===== src/rtl/blink_pkg.sv =====
// -----------------------------------------------------------------------------
// blink_pkg
// Shared definitions for the Blink CPU-side bus initiator:
//   - tstate_e       : Z80 T-state sequence used by z80_bus_master
//   - CLKDIV_DEFAULT : mck cycles per T-state, matching the Blink's Z80 divider
//   - PORT_*         : Blink I/O register addresses (low address byte)
//   - in_strobe_phase: T-states during which the bus strobe and crd_n are active
// -----------------------------------------------------------------------------
package blink_pkg;

  typedef enum logic [2:0] {
    ST_IDLE = 3'd0,
    ST_T1   = 3'd1,
    ST_T2   = 3'd2,
    ST_TW   = 3'd3,
    ST_T3   = 3'd4,
    ST_DONE = 3'd5
  } tstate_e;

  localparam int CLKDIV_DEFAULT = 3;

  // Screen / bank-switch registers
  localparam logic [7:0] PORT_PB0  = 8'h70;
  localparam logic [7:0] PORT_PB1  = 8'h71;
  localparam logic [7:0] PORT_PB2  = 8'h72;
  localparam logic [7:0] PORT_PB3  = 8'h73;
  localparam logic [7:0] PORT_SBR  = 8'h74;
  // Control, interrupt and keyboard registers
  localparam logic [7:0] PORT_COM  = 8'hB0;
  localparam logic [7:0] PORT_INT  = 8'hB1;
  localparam logic [7:0] PORT_KBD  = 8'hB2;
  localparam logic [7:0] PORT_EPR  = 8'hB3;
  localparam logic [7:0] PORT_TACK = 8'hB4;
  localparam logic [7:0] PORT_TMK  = 8'hB5;
  localparam logic [7:0] PORT_ACK  = 8'hB6;
  // Segment registers on write; RTC TIM0-TIM4 on read
  localparam logic [7:0] PORT_SR0  = 8'hD0;
  localparam logic [7:0] PORT_SR1  = 8'hD1;
  localparam logic [7:0] PORT_SR2  = 8'hD2;
  localparam logic [7:0] PORT_SR3  = 8'hD3;
  localparam logic [7:0] PORT_TIM4 = 8'hD4;

  // mrq_n/ior_n and crd_n are active from T2 entry until T3 ends.
  function automatic logic in_strobe_phase(tstate_e s);
    return (s == ST_T2) || (s == ST_TW) || (s == ST_T3);
  endfunction

endpackage


===== src/rtl/busm_tick.sv =====
// -----------------------------------------------------------------------------
// busm_tick
// T-state prescaler: counts mck cycles within a T-state and pulses tick_o on the
// last mck of each T-state. clr_i restarts the count so a T-state sequence
// started on accept has deterministic length.
// Ports:
//   mck    : master clock
//   rin    : synchronous active-high reset
//   clr_i  : restart count (next cycle is the first of a T-state)
//   tick_o : high on the last mck cycle of the current T-state
// -----------------------------------------------------------------------------
module busm_tick #(
  parameter int CLKDIV = 3
) (
  input  logic mck,
  input  logic rin,
  input  logic clr_i,
  output logic tick_o
);

  // One bit minimum so CLKDIV=1 still elaborates; the count then stays at 0.
  localparam int CW = (CLKDIV > 1) ? $clog2(CLKDIV) : 1;
  localparam logic [CW-1:0] LAST = CW'(CLKDIV - 1);

  logic [CW-1:0] cnt_q, cnt_d;

  assign tick_o = (cnt_q == LAST);

  always_comb begin
    cnt_d = cnt_q + CW'(1);
    if (clr_i || tick_o) cnt_d = '0;
  end

  // NOTE: sequential state uses non-blocking assignments only, so every
  // register samples pre-edge values regardless of process ordering.
  always_ff @(posedge mck) begin
    if (rin) cnt_q <= '0;
    else     cnt_q <= cnt_d;
  end

endmodule


===== src/rtl/z80_bus_master.sv =====
// -----------------------------------------------------------------------------
// z80_bus_master
// Z80-timed bus initiator for the Blink CPU-side bus. Accepts single-beat
// memory/I/O read/write commands and runs T1-T2-[TW]-T3 cycles, then returns a
// one-cycle response carrying read data.
// Ports:
//   mck, rin                  : master clock, synchronous active-high reset
//   cmd_valid/cmd_ready       : command handshake
//   cmd_wr, cmd_io            : 1=write/0=read, 1=I/O/0=memory
//   cmd_addr, cmd_wdata       : 16-bit address, write data
//   rsp_valid, rsp_rdata      : completion pulse and read data (0x00 on writes)
//   ca, bus_do, bus_di        : address bus, data to Blink, data from Blink
//   mrq_n, ior_n, crd_n, cm1_n: bus strobes (cm1_n is always 1)
//   wait_n                    : only with BUSM_WAIT_EN; 0 stretches the cycle
// Configuration macro: BUSM_WAIT_EN adds the wait_n input. I/O cycles always
// get one TW; wait_n=0 at the end of T2 or a TW inserts a further TW.
// -----------------------------------------------------------------------------
module z80_bus_master
  import blink_pkg::*;
#(
  parameter int CLKDIV = CLKDIV_DEFAULT  // mck per T-state, >= 1
) (
  input  logic        mck,
  input  logic        rin,
  input  logic        cmd_valid,
  output logic        cmd_ready,
  input  logic        cmd_wr,
  input  logic        cmd_io,
  input  logic [15:0] cmd_addr,
  input  logic [7:0]  cmd_wdata,
  output logic        rsp_valid,
  output logic [7:0]  rsp_rdata,
`ifdef BUSM_WAIT_EN
  input  logic        wait_n,
`endif
  output logic [15:0] ca,
  output logic [7:0]  bus_do,
  input  logic [7:0]  bus_di,
  output logic        mrq_n,
  output logic        ior_n,
  output logic        crd_n,
  output logic        cm1_n
);

  tstate_e     state_q, state_d;
  logic [15:0] ca_q, ca_d;
  logic [7:0]  wdata_q, wdata_d;
  logic        wr_q, wr_d;
  logic        io_q, io_d;
  logic [7:0]  rdata_q, rdata_d;
  logic [7:0]  bus_do_q, bus_do_d;
  logic        rsp_q, rsp_d;
  logic        mrq_q, mrq_d;
  logic        ior_q, ior_d;
  logic        crd_q, crd_d;
  logic        accept;
  logic        tick;
  logic        wait_req;

`ifdef BUSM_WAIT_EN
  assign wait_req = ~wait_n;
`else
  assign wait_req = 1'b0;
`endif

  busm_tick #(.CLKDIV(CLKDIV)) u_tick (
    .mck    (mck),
    .rin    (rin),
    .clr_i  (accept),
    .tick_o (tick)
  );

  assign cmd_ready = (state_q == ST_IDLE);

  // NOTE: every signal written here gets a default first, so no path through
  // the case statement can leave one unassigned and infer a latch.
  always_comb begin
    state_d = state_q;
    ca_d    = ca_q;
    wdata_d = wdata_q;
    wr_d    = wr_q;
    io_d    = io_q;
    rdata_d = rdata_q;
    accept  = 1'b0;

    unique case (state_q)
      ST_IDLE: begin
        if (cmd_valid) begin
          accept  = 1'b1;
          ca_d    = cmd_addr;
          wdata_d = cmd_wdata;
          wr_d    = cmd_wr;
          io_d    = cmd_io;
          state_d = ST_T1;
        end
      end
      ST_T1: if (tick) state_d = ST_T2;
      ST_T2: if (tick) state_d = (io_q || wait_req) ? ST_TW : ST_T3;
      ST_TW: if (tick) state_d = wait_req ? ST_TW : ST_T3;
      ST_T3: begin
        if (tick) begin
          rdata_d = wr_q ? 8'h00 : bus_di;
          state_d = ST_DONE;
        end
      end
      ST_DONE: state_d = ST_IDLE;
      default: state_d = ST_IDLE;
    endcase

    // Bus outputs are decoded from the next state and registered, so strobes
    // and crd_n change on the same edge as the state and never glitch. A read
    // therefore can never show a strobe low while crd_n is still high.
    mrq_d    = ~(in_strobe_phase(state_d) && !io_d);
    ior_d    = ~(in_strobe_phase(state_d) &&  io_d);
    crd_d    = ~(in_strobe_phase(state_d) && !wr_d);
    bus_do_d = ((state_d != ST_IDLE) && (state_d != ST_DONE) && wr_d) ? wdata_d : 8'h00;
    rsp_d    = (state_d == ST_DONE);
  end

  always_ff @(posedge mck) begin
    if (rin) begin
      state_q  <= ST_IDLE;
      ca_q     <= '0;
      wdata_q  <= '0;
      wr_q     <= 1'b0;
      io_q     <= 1'b0;
      rdata_q  <= '0;
      bus_do_q <= '0;
      rsp_q    <= 1'b0;
      mrq_q    <= 1'b1;
      ior_q    <= 1'b1;
      crd_q    <= 1'b1;
    end else begin
      state_q  <= state_d;
      ca_q     <= ca_d;
      wdata_q  <= wdata_d;
      wr_q     <= wr_d;
      io_q     <= io_d;
      rdata_q  <= rdata_d;
      bus_do_q <= bus_do_d;
      rsp_q    <= rsp_d;
      mrq_q    <= mrq_d;
      ior_q    <= ior_d;
      crd_q    <= crd_d;
    end
  end

  assign ca        = ca_q;
  assign bus_do    = bus_do_q;
  assign rsp_valid = rsp_q;
  assign rsp_rdata = rdata_q;
  assign mrq_n     = mrq_q;
  assign ior_n     = ior_q;
  assign crd_n     = crd_q;
  assign cm1_n     = 1'b1;  // no opcode fetch or refresh cycles are issued

endmodule


===== config.mk =====
export PLATFORM = sky130hd
export DESIGN_NAME = z80_bus_master
export DESIGN_NICKNAME = d
export VERILOG_FILES = /design/src/rtl/blink_pkg.sv /design/src/rtl/busm_tick.sv /design/src/rtl/z80_bus_master.sv
export SDC_FILE = /design/constraint.sdc
export NUM_CORES = 1
export LEC_CHECK = 0
export BUFFER_PORTS_ARGS = -buffer_cell sky130_fd_sc_hd__buf_4
export CAP_MARGIN = 20
export CORE_MARGIN = 2
export CORE_UTILIZATION = 50
export CTS_CLUSTER_SIZE = 28
export DETAILED_ROUTE_END_ITERATION = 6
export PLACE_DENSITY_LB_ADDON = 0.12
export SLEW_MARGIN = 20
export SYNTH_ARGS = -nofsm -noshare
export SYNTH_HDL_FRONTEND = slang
export SYNTH_SLANG_ARGS = --single-unit

===== constraint.sdc =====
create_clock -name mck -period 3.1 [get_ports mck]
set_input_delay 0 -clock mck [delete_from_list [all_inputs] [get_ports mck]]
set_output_delay 0 -clock mck [all_outputs]
set_load 0.05 [all_outputs]

==> results.md, run 1 <==
- Status: complete, no violations
- Global-route wire length before repair: between 7 and 8 mm
- Die width: roughly 66 um
- Max-cap violations: 0
- Syn Nets: 255
- Fillers: about 270
- Die area: 4290 um2
- Post-CTS Setup Inserts: 0
- Final setup margin: ~1200 ps
- Cell taking the most area after synthesis: dfxtp_1
- Initial Utilization: between 50 and 60%
- Crit Path Max Fanout: 25
- RSZ-0062 raised after global routing: false
- Slew @ Worst Pin: between 800 and 900 ps
- Async SR Flop Fraction: 0%
- Rows: 22
- Via count: roughly 1800
- CTS Buf Count: 5
- Gate power share: 18.4%
- Via/cell ratio: 4.88
- Hpwl dp: about 2.7 mm
- CTS tree: done
- Ranking of synthesized cells by area: dfxtp_1 54%, nand2_1 12%, a21oi_1 9.5%
- Syn avg cell area: ~9 um2
- Initial antenna violation count: 0
- H-Tree Depth: 2
- Worst rel slew slack: a little under half
- N_diodes: 0
- CTS root buf: clkbuf_8
- # setup viols final: 0
- Setup TNS Final: 0 ps
- Sw Ratio: 26.4%
- CTS Buffer Depth: 2
- Final WL: 4.70 mm
- CP Capture Type: flop
- Port Buffers: 73
- Slew Viols, Final: 0
- Final Wtd Congestion: just under 0.8
- Fin Clk Skew: between 4 and 5 ps
- Layout cells sized above 1: 27.7%
- Ports: 75
- Clock Sinks: 51
- DR DRC count: 0
- Die height: 65.5 um
- Hold crit path type: primary input to flop
- P per Cell Area: 504 nW/um2
- Post-synthesis instance total: between 200 and 250
- DR iter-0 viols: between 80 and 90
- Gr usage total: 23.5%
- WL/cell: between 10 and 15 um
- Peak VDD IR: ~370 uV
- CP startpoint kind: flop
- Clk Latency, worst-skew pair: ~300 ps
- Post-CTS resize count: 0
- Clk slew on worst S/H paths: 90 ps
- Crit share post-route: 61.4%
- Syn. warnings: 0
- Sequential fraction of the synthesis area: a little over half
- Final-report hold violation count: 0
- Distinct cell type count after synthesis: 29
- Fmax: between 500 and 600 MHz
- Area delta synth->final: 50.9%
- Critical path data required time: 3290 ps
- Int Pwr: ~1.1 mW
- Post-route ant nets: 0
- Most common cell in the synthesized netlist: nand2_1
- Crit Path Class: flop to flop
- Primary FF master, synth: dfxtp_1
- Clk pwr share: 32.9%
- WP data arrival: 2090 ps
- Hold WS: around 16 ps
- Reg2reg setup slack: ~1200 ps
- Reg power frac: about half
- FF+latch count, synth: 51
- Lkg Pwr: around 1.2 nW
- Final min period: ~1900 ps
- Post-Syn Area: roughly 1900 um2
- Fin nets: approximately 350
- DRT Pass-1 Iters: 4
- Number of synthesized flops with an enable pin: 0
- Number of global-route vias before repair: approximately 1700
- Grt total ovfl: 0
- Post-synth top area share: 53.9%
- Largest net degree at the start of global routing: 43
- Net Sw Power: roughly 380 uW
- Post-synth top cells: 60 x nand2_1, 51 x dfxtp_1, 36 x a21oi_1
- Place WS: 1200 ps
- Core area: 3660 um2
through the flow:
stage          instances  instance area [um2]  util [%]  power [mW]
2_1_floorplan        216                 1890         -       0.871
5_1_grt              362                 2860      78.0        1.50
3_3_place_gp         323                 2430      66.3       0.947
4_1_cts              362                 2860      78.0        1.44
6_report             362                 2860      78.0        1.44
3_5_place_dp         323                 2430      66.3       0.948
critical path, cell delays in order, from the launching register on:
cell and delay [ps]:
dfxtp_1 410, or4b_1 920, nand2_1 230, and3b_1 160
o21ai_0 60
final cells by class:
cell class	instances	area, um2	area share [%]
Tap cell	48	60.1	2.10
Multi-Input combinational cell	149	788	27.6
Timing Repair Buffer	105	866	30.3
Clock inverter	2	35.0	1.23
Inverter	1	3.75	0.131
Clock buffer	6	82.6	2.89
Sequential cell	51	1020	35.7
cells in the final DEF (no fill, tap or decap), types with 3 or more instances in the layout:
master,Yosys,layout
nor2_1,6,6
nand2b_1,3,3
and2_1,9,9
dfxtp_1,51,51
buf_4,3,74
dlygate4sd3_1,0,31
a21oi_1,36,36
nor2b_1,3,3
nand3b_1,9,9
nand2_1,60,60
clkbuf_8,0,6
o21ai_0,4,4
power groups by stage:
stage	Clock [mW]	Sequential [mW]	Combinational [mW]
finish	0.473	0.703	0.264
global route	0.504	0.707	0.285
CTS	0.479	0.702	0.262
detailed placement	0	0.718	0.231
global placement	0	0.717	0.230
floorplan	0	0.772	0.0992
worst paths after layout:
path,cells past startpoint,startpoint,endpoint
worst max-delay path,4,state_q[1]$_SDFF_PP0_,mrq_n$_SDFF_PP1_
worst min-delay path,3,cmd_io,io_q$_SDFF_PP0_
worst min register to register,1,u_tick.cnt_q[0]$_SDFF_PP0_,u_tick.cnt_q[0]$_SDFF_PP0_
worst max register to register,4,state_q[1]$_SDFF_PP0_,mrq_n$_SDFF_PP1_
cells by family after synthesis:
family / share of synthesized area (%)
simple gates: 26.9
flops: 53.9
compound gates: 12.0
buf+inv: 4.43
fa+ha+maj: 1.32
other cells: 0.198
xor+xnor: 0.463
mux: 0.793
repair_timing:
action / in CTS / in global routing
endpoints found under the setup margin: 0 / 0
hold buffers: 31 / 0
hold endpoints to repair: 31 / 0
flip-flops by register name, summed over array words and instances, names as in the netlist:
name          cells
bus_do            8
ca               16
crd_n             1
io_q              1
ior_n             1
mrq_n             1
rsp_rdata         8
rsp_valid         1
state_q           3
u_tick.cnt_q      2
wdata_q           8
wr_q              1
routing by layer:
layer	part of all wire, %	up-vias	global-route usage, %	wire (um)
li1	-	900	-	-
met1	42	801	27.3	1950
met2	50	53	39.9	2360
met3	5.4	14	5.82	256
met4	2.8	0	12.0	132
met5	0	-	0	0
Note: power is estimated with default switching activity, not from simulation.
==> run 2, diff against run 1 <==
--- a/config.mk
+++ b/config.mk
@@ -8,7 +8,7 @@
 export BUFFER_PORTS_ARGS = -buffer_cell sky130_fd_sc_hd__buf_4
 export CAP_MARGIN = 20
 export CORE_MARGIN = 2
-export CORE_UTILIZATION = 50
+export CORE_UTILIZATION = 47
 export CTS_CLUSTER_SIZE = 28
 export DETAILED_ROUTE_END_ITERATION = 6
 export PLACE_DENSITY_LB_ADDON = 0.12
==> constraint.sdc (replaced) <==
create_clock -name mck -period 1.9 [get_ports mck]
set_input_delay 0 -clock mck [delete_from_list [all_inputs] [get_ports mck]]
set_output_delay 0 -clock mck [all_outputs]
set_load 0.05 [all_outputs]
==> results.md, run 2 (synthesis results as in run 1) <==
- Fmax: 627 MHz (+19%)
- CP startpoint kind: flop
- DRT Pass-1 Iters: 4 (unchanged)
- Total Power: 2.20 mW (+52%)
- Sw Ratio: 27.3% (+0.86 points)
- Final Wtd Congestion: 0.771 (-1.7%)
- Hold WS: 60.5 ps (+45.0 ps)
- DR iter-0 viols: 79 (-11%)
- Final WL: 4.52 mm (-3.7%)
- Rows: 23 (+4.5%)
- Largest net degree at the start of global routing: 43 (unchanged)
- Via/cell ratio: 4.79 (-2.0%)
- WL/cell: 12.3 um (-5.3%)
- WP data arrival: 1770 ps (-320 ps)
- Hpwl dp: 2.70 mm (+1.3%)
- Slew Viols, Final: 0 (unchanged)
- Clock Sinks: 51 (unchanged)
- Most frequent cells in the layout: 77 x buf_4, 60 x nand2_1, 51 x dfxtp_1
- Post-CTS Hold Buffers: 33 (+6.5%)
- Register area: 1020 um2 (unchanged)
- Setup TNS Final: 0 ps (unchanged)
- Reg power frac: 52.2% (+3.4 points)
- R2R cell count: 5 (+1)
- DR DRC count: 0 (unchanged)
- Port Buffers: 73 (unchanged)
- Net Sw Power: 599 uW (+57%)
- Area delta synth->final: 51.7%
- Footprint of the multi-input gates: 788 um2 (unchanged)
- CP endpoint: mrq_n$_SDFF_PP1_
- Global-route wire length before repair: 7.11 mm (-7.2%)
- Layout cells sized above 1: 28.0% (+0.28 points)
- Int Pwr: 1.60 mW (+51%)
- Max reg flops: 16 (unchanged)
- Crit Path Max Fanout: 12 (-52%)
- # setup viols final: 0 (unchanged)
- Initial antenna violation count: 0 (unchanged)
- Number of global-route vias before repair: 1620 (-6.9%)
- Reg2reg start: state_q[2]$_SDFF_PP0_
- Die area: 4550 um2 (+6.0%)
- CTS Buffer Depth: 2 (unchanged)
- Clk pwr share: 27.7% (-5.2 points)
- Via count: 1761 (-0.40%)
- Clk Latency, worst-skew pair: 290 ps (about the same)
- Crit Path Class: flop to flop
- Die width: 67.5 um (+3.0%)
- Ports: 75 (unchanged)
- RSZ-0062 raised after global routing: false
- RR Endpoint: mrq_n$_SDFF_PP1_
- Critical path data required time: 2070 ps (-1220 ps)
- Peak VDD IR: 566 uV (+52%)
- CTS root buf: clkbuf_8
- Critical Path Source: state_q[2]$_SDFF_PP0_
- Post-route ant nets: 0 (unchanged)
- Gate power share: 20.0% (+1.6 points)
- Final-report hold violation count: 0 (unchanged)
- Design area: 2870 um2 (+0.53%)
- Initial Utilization: 48.0% (-3.7 points)
- Core area: 3940 um2 (+7.7%)
- Lkg Pwr: 1.24 nW (+0.73%)
- Reg2reg setup slack: 310 ps (-890 ps)
- Post-CTS Setup Inserts: 0 (unchanged)
- Placed cell areas: 2450 um2 (+1.0%)
- Die height: 67.5 um (+3.0%)
- CTS Buf Count: 5 (unchanged)
- H-Tree Depth: 2 (unchanged)
- Post-CTS resize count: 0 (unchanged)
- Most common cell after layout, fill and taps aside: buf_4
- Clk slew on worst S/H paths: 80 ps (about the same)
- Crit share post-route: 83.9% (+22 points)
- Fin util: 72.8% (-5.2 points)
- Fin nets: 357 (+1.4%)
- CP Capture Type: flop
- Grt total ovfl: 0 (unchanged)
- P per Cell Area: 765 nW/um2 (+52%)
- Hold crit path type: primary input to flop
- Final min period: 1590 ps (-310 ps)
- CTS tree: done
- Status: complete, no violations
- N_diodes: 0 (unchanged)
- Max-cap violations: 0 (unchanged)
- Gr usage total: 20.7% (-2.8 points)
- Fillers: 317 (+19%)
- Fin Clk Skew: 2.14 ps (-2.28 ps)
run 2: worst min path at each step:
stage                     start               endpoint  slack (ps)  depth (start not counted)
global placement    cmd_addr[3]     ca[3]$_SDFFE_PP0P_         250                          3
detailed placement  cmd_addr[3]     ca[3]$_SDFFE_PP0P_         250                          3
global route             cmd_wr       crd_n$_SDFF_PP1_          70                          4
CTS                      cmd_wr       crd_n$_SDFF_PP1_          50                          4
finish                   cmd_wr       crd_n$_SDFF_PP1_          60                          4
floorplan                   rin  wdata_q[0]$_SDFF_PP0_          80                          1
run 2: layout make-up:
cell class	instances	share of cell area, %
Clock inverter	1	0.174
Clock buffer	6	2.88
Inverter	1	0.131
Timing Repair Buffer	110	31.6
Tap cell	50	2.18
Multi-Input combinational cell	149	27.5
Sequential cell	51	35.6
run 2: power by group through the flow:
stage,combinational [mW],sequential (mW),clock (mW)
detailed placement,0.383,1.17,0
CTS,0.438,1.15,0.629
global route,0.473,1.15,0.678
floorplan,0.162,1.26,0
finish,0.440,1.15,0.609
global placement,0.382,1.17,0
run 2: worst max-delay path, stage by stage, from the launching register on:
cell and delay, ps:
dfxtp_1 430, or4b_1 540, buf_4 190, nand2_1 80
and3b_1 150, o21ai_0 70
run 2: per-layer routing:
layer	global-route usage, %	vias to the layer above	part of all wire [%]	wire length (um)
met2	33.8	53	48	2170
met1	25.1	787	45	2020
li1	-	908	-	-
met5	0	-	0	0
met3	7.67	13	5.5	250
met4	6.89	0	1.8	81
run 2: per-stage QoR:
step	setup slack, ps	instances
after floorplan	244	216
after global placement	333	328
after detailed placement	332	328
after CTS	310	368
after global routing	175	368
final	305	368
